$ cat src/rtl/ser_pkg.sv
// Shared types and helpers for the parallel-to-serial front end.
// Optional build macro: SER_PARITY_EN adds the PARITY state (one even-parity bit per frame).
package ser_pkg;

`ifdef SER_PARITY_EN
    typedef enum logic [1:0] {
        IDLE   = 2'd0,
        SHIFT  = 2'd1,
        PARITY = 2'd2
    } ser_state_t;
`else
    typedef enum logic [1:0] {
        IDLE   = 2'd0,
        SHIFT  = 2'd1
    } ser_state_t;
`endif

    localparam logic SER_IDLE_BIT_DEFAULT = 1'b0;

    // Bit counter only has to reach W-1; keep at least one bit for tiny widths.
    function automatic int ser_cnt_width(input int w);
        return (w < 2) ? 1 : $clog2(w);
    endfunction

endpackage

$ cat src/rtl/ser_hold_buf.sv
// One-entry holding register between the upstream valid/ready handshake and the shifter.
// A word can be accepted on the same edge the held word is transferred out.
module ser_hold_buf
    import ser_pkg::*;
#(
    parameter int W = 8
) (
    input  logic         clk,
    input  logic         rst,
    input  logic [W-1:0] in_data,
    input  logic         in_valid,
    output logic         in_ready,
    input  logic         xfer,
    output logic         hold_full,
    output logic [W-1:0] hold_data
);

    logic         hold_full_q;
    logic         hold_full_d;
    logic [W-1:0] hold_data_q;
    logic [W-1:0] hold_data_d;
    logic         accept;

    // An accept on the transfer edge reloads the entry, so it stays full.
    always_comb begin
        in_ready    = !rst && (!hold_full_q || xfer);
        accept      = in_valid && in_ready;
        hold_full_d = hold_full_q;
        hold_data_d = hold_data_q;
        if (accept) begin
            hold_full_d = 1'b1;
            hold_data_d = in_data;
        end else if (xfer) begin
            hold_full_d = 1'b0;
        end
    end

    always_ff @(posedge clk) begin
        if (rst) begin
            hold_full_q <= 1'b0;
            hold_data_q <= '0;
        end else begin
            hold_full_q <= hold_full_d;
            hold_data_q <= hold_data_d;
        end
    end

    assign hold_full = hold_full_q;
    assign hold_data = hold_data_q;

endmodule

$ cat src/rtl/bit_serializer_p2s.sv
// Parallel-to-serial front end: W-bit words in on valid/ready, one registered bit per clk out.
// Build macro SER_PARITY_EN appends an even-parity bit to every frame.
module bit_serializer_p2s
    import ser_pkg::*;
#(
    parameter int W         = 8,
    parameter bit MSB_FIRST = 1'b1,
    parameter bit IDLE_BIT  = SER_IDLE_BIT_DEFAULT
) (
    input  logic         clk,
    input  logic         rst,
    input  logic [W-1:0] in_data,
    input  logic         in_valid,
    output logic         in_ready,
    output logic         ser_bit,
    output logic         ser_valid,
    output logic         word_done,
    output logic         busy
);

    localparam int               CNT_W    = ser_cnt_width(W);
    localparam logic [CNT_W-1:0] CNT_LAST = CNT_W'(W - 1);
    localparam logic [CNT_W-1:0] CNT_ONE  = CNT_W'(1);

    logic         hold_full;
    logic [W-1:0] hold_data;
    logic         xfer;

    ser_state_t       state_q;
    ser_state_t       state_d;
    logic [CNT_W-1:0] cnt_q;
    logic [CNT_W-1:0] cnt_d;
    logic [CNT_W-1:0] cnt_next;
    logic [W-1:0]     shift_q;
    logic [W-1:0]     shift_d;
    logic [W-1:0]     shift_adv;
    logic             ser_bit_q;
    logic             ser_bit_d;
    logic             ser_valid_q;
    logic             ser_valid_d;
    logic             word_done_q;
    logic             word_done_d;
`ifdef SER_PARITY_EN
    logic             parity_q;
    logic             parity_d;
`endif

    ser_hold_buf #(
        .W(W)
    ) u_hold_buf (
        .clk      (clk),
        .rst      (rst),
        .in_data  (in_data),
        .in_valid (in_valid),
        .in_ready (in_ready),
        .xfer     (xfer),
        .hold_full(hold_full),
        .hold_data(hold_data)
    );

    // The shifter always presents the next bit at the same end of the register.
    function automatic logic out_bit(input logic [W-1:0] v);
        return MSB_FIRST ? v[W-1] : v[0];
    endfunction

    always_ff @(posedge clk) begin
        if (rst) begin
            state_q <= IDLE;
        end else begin
            state_q <= state_d;
        end
    end

    // state_q names what the output registers are showing this cycle.
    always_comb begin
        state_d = state_q;
        xfer    = 1'b0;
        case (state_q)
            IDLE: begin
                if (hold_full) begin
                    xfer    = 1'b1;
                    state_d = SHIFT;
                end
            end
            SHIFT: begin
                if (cnt_q == CNT_LAST) begin
`ifdef SER_PARITY_EN
                    state_d = PARITY;
`else
                    if (hold_full) begin
                        xfer = 1'b1;
                    end else begin
                        state_d = IDLE;
                    end
`endif
                end
            end
`ifdef SER_PARITY_EN
            PARITY: begin
                if (hold_full) begin
                    xfer    = 1'b1;
                    state_d = SHIFT;
                end else begin
                    state_d = IDLE;
                end
            end
`endif
            default: state_d = IDLE;
        endcase
    end

    always_comb begin
        shift_adv   = MSB_FIRST ? (shift_q << 1) : (shift_q >> 1);
        cnt_next    = cnt_q + CNT_ONE;
        shift_d     = shift_q;
        cnt_d       = cnt_q;
        ser_bit_d   = IDLE_BIT;
        ser_valid_d = 1'b0;
        word_done_d = 1'b0;
`ifdef SER_PARITY_EN
        parity_d    = parity_q;
`endif
        if (xfer) begin
            shift_d     = hold_data;
            cnt_d       = '0;
            ser_bit_d   = out_bit(hold_data);
            ser_valid_d = 1'b1;
`ifdef SER_PARITY_EN
            parity_d    = ^hold_data;
`endif
        end else if (state_q == SHIFT && cnt_q != CNT_LAST) begin
            shift_d     = shift_adv;
            cnt_d       = cnt_next;
            ser_bit_d   = out_bit(shift_adv);
            ser_valid_d = 1'b1;
`ifndef SER_PARITY_EN
            word_done_d = (cnt_next == CNT_LAST);
`endif
        end
`ifdef SER_PARITY_EN
        else if (state_q == SHIFT) begin
            ser_bit_d   = parity_q;
            ser_valid_d = 1'b1;
            word_done_d = 1'b1;
        end
`endif
    end

    always_ff @(posedge clk) begin
        if (rst) begin
            cnt_q       <= '0;
            shift_q     <= '0;
            ser_bit_q   <= IDLE_BIT;
            ser_valid_q <= 1'b0;
            word_done_q <= 1'b0;
`ifdef SER_PARITY_EN
            parity_q    <= 1'b0;
`endif
        end else begin
            cnt_q       <= cnt_d;
            shift_q     <= shift_d;
            ser_bit_q   <= ser_bit_d;
            ser_valid_q <= ser_valid_d;
            word_done_q <= word_done_d;
`ifdef SER_PARITY_EN
            parity_q    <= parity_d;
`endif
        end
    end

    assign ser_bit   = ser_bit_q;
    assign ser_valid = ser_valid_q;
    assign word_done = word_done_q;
    assign busy      = (state_q != IDLE) || hold_full;

endmodule

$ cat config.mk
export PLATFORM = sky130hd
export DESIGN_NAME = bit_serializer_p2s
export DESIGN_NICKNAME = d
export VERILOG_FILES = /design/src/rtl/ser_pkg.sv /design/src/rtl/ser_hold_buf.sv /design/src/rtl/bit_serializer_p2s.sv
export SDC_FILE = /design/constraint.sdc
export NUM_CORES = 1
export LEC_CHECK = 0
export CORE_MARGIN = 8
export CORE_UTILIZATION = 40
export CTS_CLUSTER_DIAMETER = 30
export DETAILED_ROUTE_END_ITERATION = 8
export GPL_TIMING_DRIVEN = 1
export SYNTH_ARGS = -nofsm -noshare
export SYNTH_HDL_FRONTEND = slang
export SYNTH_HIERARCHICAL = 1
export SYNTH_SLANG_ARGS = --single-unit
$ cat constraint.sdc
create_clock -name clk -period 2.1 [get_ports clk]
set_input_delay 0.63 -clock clk [delete_from_list [all_inputs] [get_ports clk]]
set_output_delay 0.63 -clock clk [all_outputs]
set_load 0.01 [all_outputs]
==> summary.md, run 1 <==
| Metric | Value |
|---|---|
| Status | `finished, violations left` |
| Failing checks | `negative setup slack` |
| FF+latch count, synth | `23` |
| Post-route cell area | `1370 um^2` |
| CTS Buf Count | `3` |
| Top cell type by total area after synthesis | `dfxtp_1` |
| EDFF count, synth | `0` |
| Most common cell after layout, fill and taps aside | `dfxtp_1` |
| Post-Layout Cell Count | `approximately 160` |
| Worst skew pair latency | `320 ps` |
| Via count | `835` |
| Clk_skew | `between 10 and 15 ps` |
| Post-synthesis sequential area ratio | `about two fifths` |
| Hold WS | `478 ps` |
| Layout cells sized above 1 | `between 20% and 30%` |
| Logic pwr share | `19.8%` |
| Worst Setup SP | `cnt_q[0]` |
| Worst min-delay path class | `register to register` |
| FF-to-FF path depth | `8` |
| Synthesized instance count | `113` |
| Initial Utilization | `around two fifths` |
| Final Cycle Share | `104%` |
| Max cap viols | `0` |
| Total Routing Usage GR | `under 10%` |
| Met2 GRT Util | `a little over an eighth` |
| Worst slack at placement | `-303 ps` |
| Pint | `about 630 uW` |
| Initial antenna violation count | `0` |
| Top_reg_cell synth | `dfxtp_1` |
| CP Capture Type | `primary output` |
| Die Y | `between 60 and 70 um` |
| Sequential cell area | `roughly 460 um^2` |
| Asr flop ratio synth | `0%` |
| Final WS setup | `-87.5 ps` |
| First-pass GRT wire length | `about 3.5 mm` |
| GR peak layer | `met2` |
| GRT overflow | `0` |
| Dpl cell area | `roughly 1300 um^2` |
| Clock Power Share | `24.2%` |
| Post-layout minimum cycle time | `about 2200 ps` |
| Area growth syn-to-layout | `21.8%` |
| Switching share of power | `27.4%` |
| Commonest non-fill, non-tap cells in the layout | `20 x dfxtp_1, 17 x nand2b_1, 14 x clkdlybuf4s50_1` |
| Iter 0 DRT Violations | `36` |
| Hold Buf Count CTS | `0` |
| Buffers on Ports | `15` |
| Die Footprint | `between 4000 and 5000 um^2` |
| Relative slew slack | `between 60 and 70%` |
| # clock sinks | `23` |
| Placed cells | `160` |
| Power per cell area | `~630 nW/um^2` |
| H-tree depth | `1` |
| Area of the multi-input gates | `approximately 600 um^2` |
| RSZ-0062 raised after global routing | `true` |
| Library cells used by synthesis | `24` |
| Clk slew on worst S/H paths | `approximately 120 ps` |
| Drt first pass iters | `4` |
| P_sw | `237 uW` |
| Max IR drop VDD | `around 0.00036 V` |
| Largest net degree at the start of global routing | `32` |
| Hold_sp | `u_hold_buf/hold_data[1]` |
| Ys Warns | `6` |
| CP endpoint | `in_ready` |
| Clock root buffer master | `clkbuf_4` |
| Finish-stage setup viols | `1` |
| DR vias/cell | `roughly 5.1` |
| Post-DP HPWL | `between 1 and 1.5 mm` |
| Post-Syn Area | `around 1100 um^2` |
| CP Launch Type | `register` |
| Number of global-route vias before repair | `800` |
| Post-Syn Nets | `128` |
| GPL Wtd Cong | `roughly 0.7` |
| Fmax | `roughly 460 MHz` |
| CP Class | `register to primary output` |
| Global-route met3 utilization | `~3.3%` |
| Met1 Use GR | `10.4%` |
| Io pins | `16` |
| Final #Nets | `approximately 150` |
| Post-Syn Area per Cell | `around 10 um^2` |
| Measured slew at the worst slew-check pin | `about 540 ps` |
| LEAKAGE | `between 0.0005 and 0.0006 uW` |
| Crit-path max FO | `2` |
| Sequential power share | `a little under three fifths` |
| Reg2reg end | `u_hold_buf/hold_data[4]` |
| Wirelength, routed | `2.06 mm` |
| Maximum root-to-sink buffer count | `2` |
| DRC | `0` |
| Yosys top cell area share | `40.9%` |
| Fillcell total | `approximately 270` |
| Die W | `69.1 um` |
| Worst R2R Setup Slack | `approximately 300 ps` |
| TritonCTS clock tree | `done` |
| Worst EP arrival | `approximately 1600 ps` |
| Post-route setup TNS | `-87.5 ps` |
| Critical Path RT | `approximately 1500 ps` |
| Max-slew violations | `0` |
| Core ar. | `roughly 2700 um^2` |
| Num rows | `19` |
| Routed len/inst | `roughly 13 um` |
| Area contributors post-synth | `dfxtp_1 41%, nand2b_1 9.4%, mux2i_1 8.0%, a221oi_2 8.0%, ha_1 4.4%` |
| # diodes | `0` |
| Reg2Reg Launch Point | `cnt_q[0]` |
| Final ANT Viol Nets | `0` |
| Final Hold Fails | `0` |
==> layout make-up <==
class | instances | area share [%]
multi-input combinational | 74 | 43.9
clock inverter | 1 | 0.365
timing repair buffer | 23 | 15.0
tap | 31 | 2.83
sequential | 23 | 33.9
inverter | 9 | 2.46
clock buffer | 3 | 1.64
==> per-layer routing <==
layer  part of all wire (%)  up-vias  wire length, um
met2                     44       16              908
met4                    1.7        0               35
li1                       -      425                -
met5                      0        -                0
met3                    4.9        4              101
met1                     49      390             1010
==> registers in the layout (all words and copies together), names as in the netlist <==
name / flops
shift_q: 7
u_hold_buf/hold_data: 8
word_done: 1
u_hold_buf/hold_full: 1
ser_valid: 1
state_q: 1
cnt_q: 3
ser_bit: 1
==> synthesized netlist by cell type (4+ instances only) <==
library cell and instances:
mux2i_1 9, nand2b_1 17, inv_1 9, buf_6 4, nor2_1 7, a22oi_1 6
dfxtp_1 23, a221oi_2 6, nand2_1 6, ha_1 4
==> kinds of logic (layout without fill, tap and decap cells) <==
| group | after synthesis | after routing | share of synthesized area (%) |
|---|---|---|---|
| AOI/OAI and AO/OA | 18 | 18 | 16.1 |
| xor gates and xnor gates | 1 | 1 | 0.778 |
| adders and majority gates | 4 | 4 | 4.44 |
| buffers and inverters | 16 | 36 | 8.33 |
| DFF | 23 | 23 | 40.9 |
| muxes | 9 | 9 | 8.00 |
| and+or+nand+nor | 42 | 42 | 21.4 |
==> how the worst min path moves through the flow <==
stage | to | slack (ps) | depth (start not counted)
6_report | shift_q[1] | 480 | 2
4_1_cts | shift_q[1] | 480 | 2
2_1_floorplan | shift_q[1] | 430 | 2
3_3_place_gp | shift_q[2] | 460 | 2
5_1_grt | shift_q[1] | 500 | 2
3_5_place_dp | shift_q[2] | 460 | 2
==> stage by stage <==
stage          total power (uW)  utilization (%)
2_1_floorplan               609                -
6_report                    865             50.6
5_1_grt                     914             50.6
3_5_place_dp                664             48.5
3_3_place_gp                660             48.5
4_1_cts                     873             50.6
==> worst max-delay path, stage by stage (launching register included) <==
cell and delay [ps]:
dfxtp_2 360, ha_4 170, ha_4 140, nand2b_4 130, and2_4 160, nor2b_4 100, nor2_1 40, buf_2 130
==> power by group through the flow <==
stage	logic (uW)	registers, uW	clock network (uW)
global route	188	489	237
floorplan	119	490	0
finish	171	485	209
global placement	168	491	0
CTS	172	485	216
detailed placement	172	492	0
==> timing repair <==
| item | CTS | global route |
|---|---|---|
| endpoints found under the setup margin | 1 | 2 |
| pin swaps | 0 | 0 |
| gates cloned | 0 | 0 |
| gates resized for setup | 11 | 1 |
| setup buffers | 0 | 0 |
No activity file was read; power rests on OpenSTA's default activity.
==> inputs of run 2 (changes only) <==
--- a/config.mk
+++ b/config.mk
@@ -5,11 +5,13 @@
 export SDC_FILE = /design/constraint.sdc
 export NUM_CORES = 1
 export LEC_CHECK = 0
+export ABC_AREA = 1
 export CORE_MARGIN = 8
 export CORE_UTILIZATION = 40
 export CTS_CLUSTER_DIAMETER = 30
 export DETAILED_ROUTE_END_ITERATION = 8
 export GPL_TIMING_DRIVEN = 1
+export PLACE_DENSITY_LB_ADDON = 0.25
 export SYNTH_ARGS = -nofsm -noshare
 export SYNTH_HDL_FRONTEND = slang
 export SYNTH_HIERARCHICAL = 1
==> run 2 against run 1 <==
  * The run now ends clean
  * Combinational power grew 8%
  * Area after synthesis grew 9.0%
  * Sequential power is essentially flat
  * Maximum frequency grew 5.4%
  * Clock-buffer cell count is the same
  * Final cell count grew 29%
  * Design area grew 10%
  * Non-clock buffer count grew 4
  * Critical path type unchanged
==> summary.md, run 2 <==
| Metric | Value |
|---|---|
| Reg2Reg Launch Point | `cnt_q[0]` |
| Most common cell after layout, fill and taps aside | `nand2_1` |
| Routed len/inst | `approximately 11 um` |
| Layout cells sized above 1 | `between 20% and 30%` |
| Num rows | `20` |
| Reg2reg end | `cnt_q[1]` |
| Post-Syn Nets | `between 150 and 200` |
| Post-layout minimum cycle time | `2080 ps` |
| Measured slew at the worst slew-check pin | `about 380 ps` |
| Total Routing Usage GR | `under 10%` |
| CP Class | `register to primary output` |
| # clock sinks | `23` |
| Relative slew slack | `about three quarters` |
| Die W | `between 70 and 80 um` |
| Sequential cell area | `~470 um^2` |
| Worst R2R Setup Slack | `510 ps` |
| Final Cycle Share | `98.9%` |
| Fillcell total | `between 300 and 400` |
| Crit-path max FO | `2` |
| Critical Path RT | `approximately 1500 ps` |
| Fmax | `roughly 480 MHz` |
| Hold_sp | `shift_q[0]` |
| Die Y | `just over 70 um` |
| EDFF count, synth | `0` |
| Hold EP | `shift_q[0]` |
| Yosys top cell area share | `between 30% and 40%` |
| Most instantiated cells after synthesis | `34 x nand2_1, 23 x dfxtp_1, 20 x inv_1` |
| CP Capture Type | `primary output` |
| Post-route cell area | `around 1500 um^2` |
| Top-count cell post-synth | `nand2_1` |
| FF+latch count, synth | `23` |
| Status | `complete, no violations` |
| Max cap viols | `0` |
| CTS Buf Count | `3` |
| Synthesized instance count | `between 150 and 200` |
| Uppermost layer routed | `met4` |
| Initial antenna violation count | `0` |
| GPL Wtd Cong | `0.764` |
| Final Hold Fails | `0` |
| FF-to-FF path depth | `7` |
| Hold path depth | `2` |
| Met2 routed WL | `1.06 mm` |
| Library cells used by synthesis | `22` |
| Number of global-route vias before repair | `between 900 and 1000` |
| TritonCTS clock tree | `done` |
| WL met3 | `roughly 67 um` |
| Final ANT Viol Nets | `0` |
| Wirelength, routed | `2.27 mm` |
| Area growth syn-to-layout | `23.2%` |
| Post-DP HPWL | `1.69 mm` |
| Max reg flops | `8` |
| Core ar. | `between 2000 and 3000 um^2` |
| Die Footprint | `slightly above 5000 um^2` |
| Drt first pass iters | `4` |
| Clock root buffer master | `clkbuf_4` |
| Asr flop ratio synth | `0%` |
| Post-Syn Area | `approximately 1200 um^2` |
| Worst EP arrival | `between 1000 and 1500 ps` |
| # diodes | `0` |
| Top cell type by total area after synthesis | `dfxtp_1` |
| GRT overflow | `0` |
| Buffers on Ports | `15` |
| LEAKAGE | `about 0.00064 uW` |
| Worst skew pair latency | `320 ps` |
| Post-synthesis sequential area ratio | `37.5%` |
| Iter 0 DRT Violations | `33` |
| DR vias/cell | `roughly 4.7` |
| Post-Syn Area per Cell | `between 7 and 8 um^2` |
| Commonest non-fill, non-tap cells in the layout | `34 x nand2_1, 19 x inv_1, 19 x dfxtp_1` |
| CP Launch Type | `register` |
| DRC | `0` |
| Power per cell area | `583 nW/um^2` |
| Max-slew violations | `0` |
| Dpl cell area | `1440 um^2` |
| Worst min-delay path class | `register to register` |
| Clk_skew | `~5.2 ps` |
| Io pins | `16` |
| Initial Utilization | `around two fifths` |
| Final #Nets | `around 190` |
| Max IR drop VDD | `0.000324 V` |
| First-pass GRT wire length | `slightly above 4 mm` |
| Maximum root-to-sink buffer count | `2` |
| Finish-stage setup viols | `0` |
| Area of the multi-input gates | `641 um^2` |
| RSZ-0062 raised after global routing | `true` |
| Clk slew on worst S/H paths | `130 ps` |
| Post-route setup TNS | `0 ps` |
| Via count | `a little under 1000` |
| H-tree depth | `1` |
| Area contributors post-synth | `dfxtp_1 38%, nand2_1 10%, inv_1 6.1%, nand3_2 5.7%, nand3_1 5.3%` |
| Largest net degree at the start of global routing | `21` |
| Ys Warns | `6` |
| Top_reg_cell synth | `dfxtp_1` |
| Met1 wire length | `1.09 mm` |
## run 2: cell types whose count changed after synthesis, sizes merged, moves of 8 or more
| cell | previous run | this run |
|---|---|---|
| a21oi | 3 | 14 |
| nand2 | 6 | 41 |
| nand3 | 3 | 21 |
| mux2i | 9 | 0 |
| nand2b | 18 | 0 |
| inv | 9 | 25 |
| nand4 | 0 | 8 |
## run 2: logic make-up (layout without fill, tap and decap cells)
kind of cell,after synthesis,after routing,synth area share (%)
buffers and inverters,32,56,12.6
adder cells (fa/ha/maj),4,4,4.08
flip-flops,23,23,37.5
AO/OA/AOI/OAI,15,15,8.26
AND/OR/NAND/NOR,80,80,37.5
## run 2: how the worst max path moves through the flow
stage / startpoint / depth (start not counted) / slack [ps] / to
global placement: rst / 3 / -240 / in_ready
CTS: cnt_q[0] / 9 / -120 / in_ready
detailed placement: rst / 3 / -260 / in_ready
global route: cnt_q[0] / 9 / -60 / in_ready
floorplan: cnt_q[0] / 8 / 270 / in_ready
finish: cnt_q[0] / 9 / 20 / in_ready
## run 2: critical path, cell delays in order (launching register included)
cell     delay [ps]
dfxtp_4         380
ha_4            160
ha_4            160
inv_4            60
nand2_8          50
nand2_8          60
inv_4            30
inv_2            50
a21oi_2          40
buf_2           130
## run 2: power by group
group	switching (uW)	total (uW)	internal (uW)
clock network	140	211	71.5
registers	19.5	485	466
logic	101	185	84.2
total	260	882	622
## run 2: through the flow
step,utilization (%),power (uW),cells,hold WS (ps),setup WS (ps)
6_report,50.8,882,211,484,24.1
5_1_grt,50.8,946,211,513,-61.3
4_1_cts,49.4,901,210,489,-118
3_5_place_dp,48.4,680,206,469,-259
3_3_place_gp,48.4,677,206,467,-240
2_1_floorplan,-,626,154,451,272
## run 2: timing repair
item,4_1_cts,5_1_grt
resized for setup,11,8
buffers inserted,0,1
endpoints found under the setup margin,2,1
cloned,0,0
hold buffers,0,0
## run 2: cell type report
cell class	instances	share of cell area, %
inverters	25	6.53
repair buffers	27	15.5
multi-input cells	99	42.3
clock buffers	3	1.49
flip-flops and latches	23	31.1
well taps	33	2.73
clock inverters	1	0.331
## run 2: metal layers
| layer | vias to the layer above | track usage [%] |
|---|---|---|
| met5 | - | 0 |
| met4 | 0 | 7.62 |
| met3 | 4 | 1.95 |
| met2 | 15 | 16.5 |
| met1 | 434 | 10.7 |
| li1 | 539 | - |
==> inputs of run 3 (changes only) <==
--- a/config.mk
+++ b/config.mk
@@ -6,7 +6,6 @@
 export NUM_CORES = 1
 export LEC_CHECK = 0
 export ABC_AREA = 1
-export CORE_MARGIN = 8
 export CORE_UTILIZATION = 40
 export CTS_CLUSTER_DIAMETER = 30
 export DETAILED_ROUTE_END_ITERATION = 8
==> run 3 against run 2 <==
  * Routed wire length is 3.7% lower
  * Design area rose by 0.74%
  * Power shrank 0.82%
  * Die area decreased by 35%
  * Utilization is 3.1 points higher
  * Register-to-register slack improved by 60 ps
  * Combinational power up 5%
  * Largest power group unchanged
  * Clock skew fell by 4.7 ps
  * Final cell count down 0.47%
  * Maximum frequency is 1.7% higher
  * Clock power shrank 6%
==> summary.md, run 3 (synthesis gave the netlist of run 2 again) <==
| Metric | Value |
|---|---|
| Worst skew pair latency | `approximately 300 ps` |
| Final #Nets | `about 200` |
| First-pass GRT wire length | `3.99 mm` |
| Crit-path max FO | `2` |
| GPL Wtd Cong | `between 0.7 and 0.8` |
| Max cap viols | `0` |
| Die Y | `57.4 um` |
| Measured slew at the worst slew-check pin | `between 300 and 400 ps` |
| Num rows | `19` |
| Dpl cell area | `about 1400 um^2` |
| Critical Path RT | `around 1500 ps` |
| CP Launch Type | `register` |
| FF-to-FF path depth | `8` |
| Layout cells sized above 1 | `29.6%` |
| LEAKAGE | `about 0.00065 uW` |
| Worst min-delay path class | `register to register` |
| TritonCTS clock tree | `done` |
| H-tree depth | `1` |
| Max reg flops | `8` |
| Relative slew slack | `between 70% and 80%` |
| Power per cell area | `around 570 nW/um^2` |
| Max-slew violations | `0` |
| DR vias/cell | `around 4.8` |
| Fmax | `just under 500 MHz` |
| Final ANT Viol Nets | `0` |
| Clock root buffer master | `clkbuf_4` |
| Clk slew on worst S/H paths | `about 120 ps` |
| Core ar. | `2830 um^2` |
| Final Power | `875 uW` |
| Via count | `999` |
| # diodes | `0` |
| Wirelength, routed | `roughly 2.2 mm` |
| Status | `complete, no violations` |
| Post-layout minimum cycle time | `2040 ps` |
| Area growth syn-to-layout | `24.2%` |
| Max IR drop VDD | `~0.00028 V` |
| Final Cycle Share | `97.2%` |
| CP Capture Type | `primary output` |
| Die Footprint | `between 3000 and 4000 um^2` |
| Maximum root-to-sink buffer count | `2` |
| Worst EP arrival | `roughly 1400 ps` |
| Initial Utilization | `roughly 43%` |
| CP Class | `register to primary output` |
| RSZ-0062 raised after global routing | `true` |
| Hold Buf Count CTS | `0` |
| Finish-stage setup viols | `0` |
| Post-DP HPWL | `between 1.5 and 2 mm` |
| Final Hold Fails | `0` |
| Total Routing Usage GR | `approximately 15%` |
| Io pins | `16` |
| Drt first pass iters | `7` |
| DRC | `0` |
| Commonest non-fill, non-tap cells in the layout | `34 x nand2_1, 19 x inv_1, 19 x dfxtp_1` |
| Routed len/inst | `about 10 um` |
| Die W | `between 50 and 60 um` |
| Core Util, Final | `53.9%` |
| CTS Buf Count | `3` |
| Initial antenna violation count | `0` |
| GRT overflow | `0` |
| Buffers on Ports | `15` |
| Hold path depth | `2` |
| Largest net degree at the start of global routing | `21` |
| Most common cell after layout, fill and taps aside | `nand2_1` |
| Post-route cell area | `~1500 um^2` |
| Clk_skew | `a little under 0.6 ps` |
| Number of global-route vias before repair | `967` |
| # clock sinks | `23` |
| Iter 0 DRT Violations | `13` |
## run 3: cell count changes in the layout (fill, tap and decap cells not counted)
cell            delta
clkinv_2           -1
clkbuf_1           +1
dlymetal6s2s_1     +1
dlygate4sd2_1      -1
buf_6              +1
## run 3: power breakdown
group	switching [uW]	total, uW	internal, uW
Sequential	17.0	483	466
Clock	124	198	74.0
Combinational	106	194	88.2
Total	246	875	628
## run 3: per-stage QoR
| step | TNS (ps) | hold slack, ps | worst slack (ps) | instances |
|---|---|---|---|---|
| 6_report | 0 | 484 | 57.8 | 210 |
| 5_1_grt | -39.7 | 507 | -39.7 | 210 |
| 4_1_cts | -0.734 | 491 | -0.734 | 210 |
| 3_5_place_dp | -239 | 469 | -239 | 204 |
| 3_3_place_gp | -237 | 467 | -237 | 204 |
| 2_1_floorplan | 0 | 451 | 272 | 154 |
## run 3: final cells by class
cell class | instances | area [um^2]
Sequential cell | 23 | 470
Clock buffer | 4 | 26.3
Fill cell | 285 | 1310
Tap cell | 31 | 38.8
Timing Repair Buffer | 28 | 249
Inverter | 25 | 98.8
Multi-Input combinational cell | 99 | 641
## run 3: repair_timing
action,CTS,global route
buffers inserted,2,0
resized for setup,17,3
pin swaps,1,0
endpoints found under the setup margin,2,2
## run 3: path summary, 6_finish.rpt
path | start | to | slack (ps)
setup / recovery | cnt_q[1] | in_ready | 60
hold / removal | u_hold_buf/hold_data[0] | shift_q[0] | 480
setup reg to reg | cnt_q[0] | word_done | 570
hold reg to reg | u_hold_buf/hold_data[0] | shift_q[0] | 480
## run 3: layer usage
layer	GRT usage (%)	part of all wire, %	vias up
li1	-	-	542
met1	18.1	46	432
met2	28.1	50	23
met3	2.04	3.4	2
met4	5.57	0.46	0
met5	0	0	-
## run 3: critical path, stage by stage (launching register included)
cell and delay, ps:
dfxtp_2 370, ha_4 150, ha_4 130, inv_4 40
nand2_8 60, nand2_8 50, inv_4 40, inv_2 30
a21oi_2 100, buf_2 130
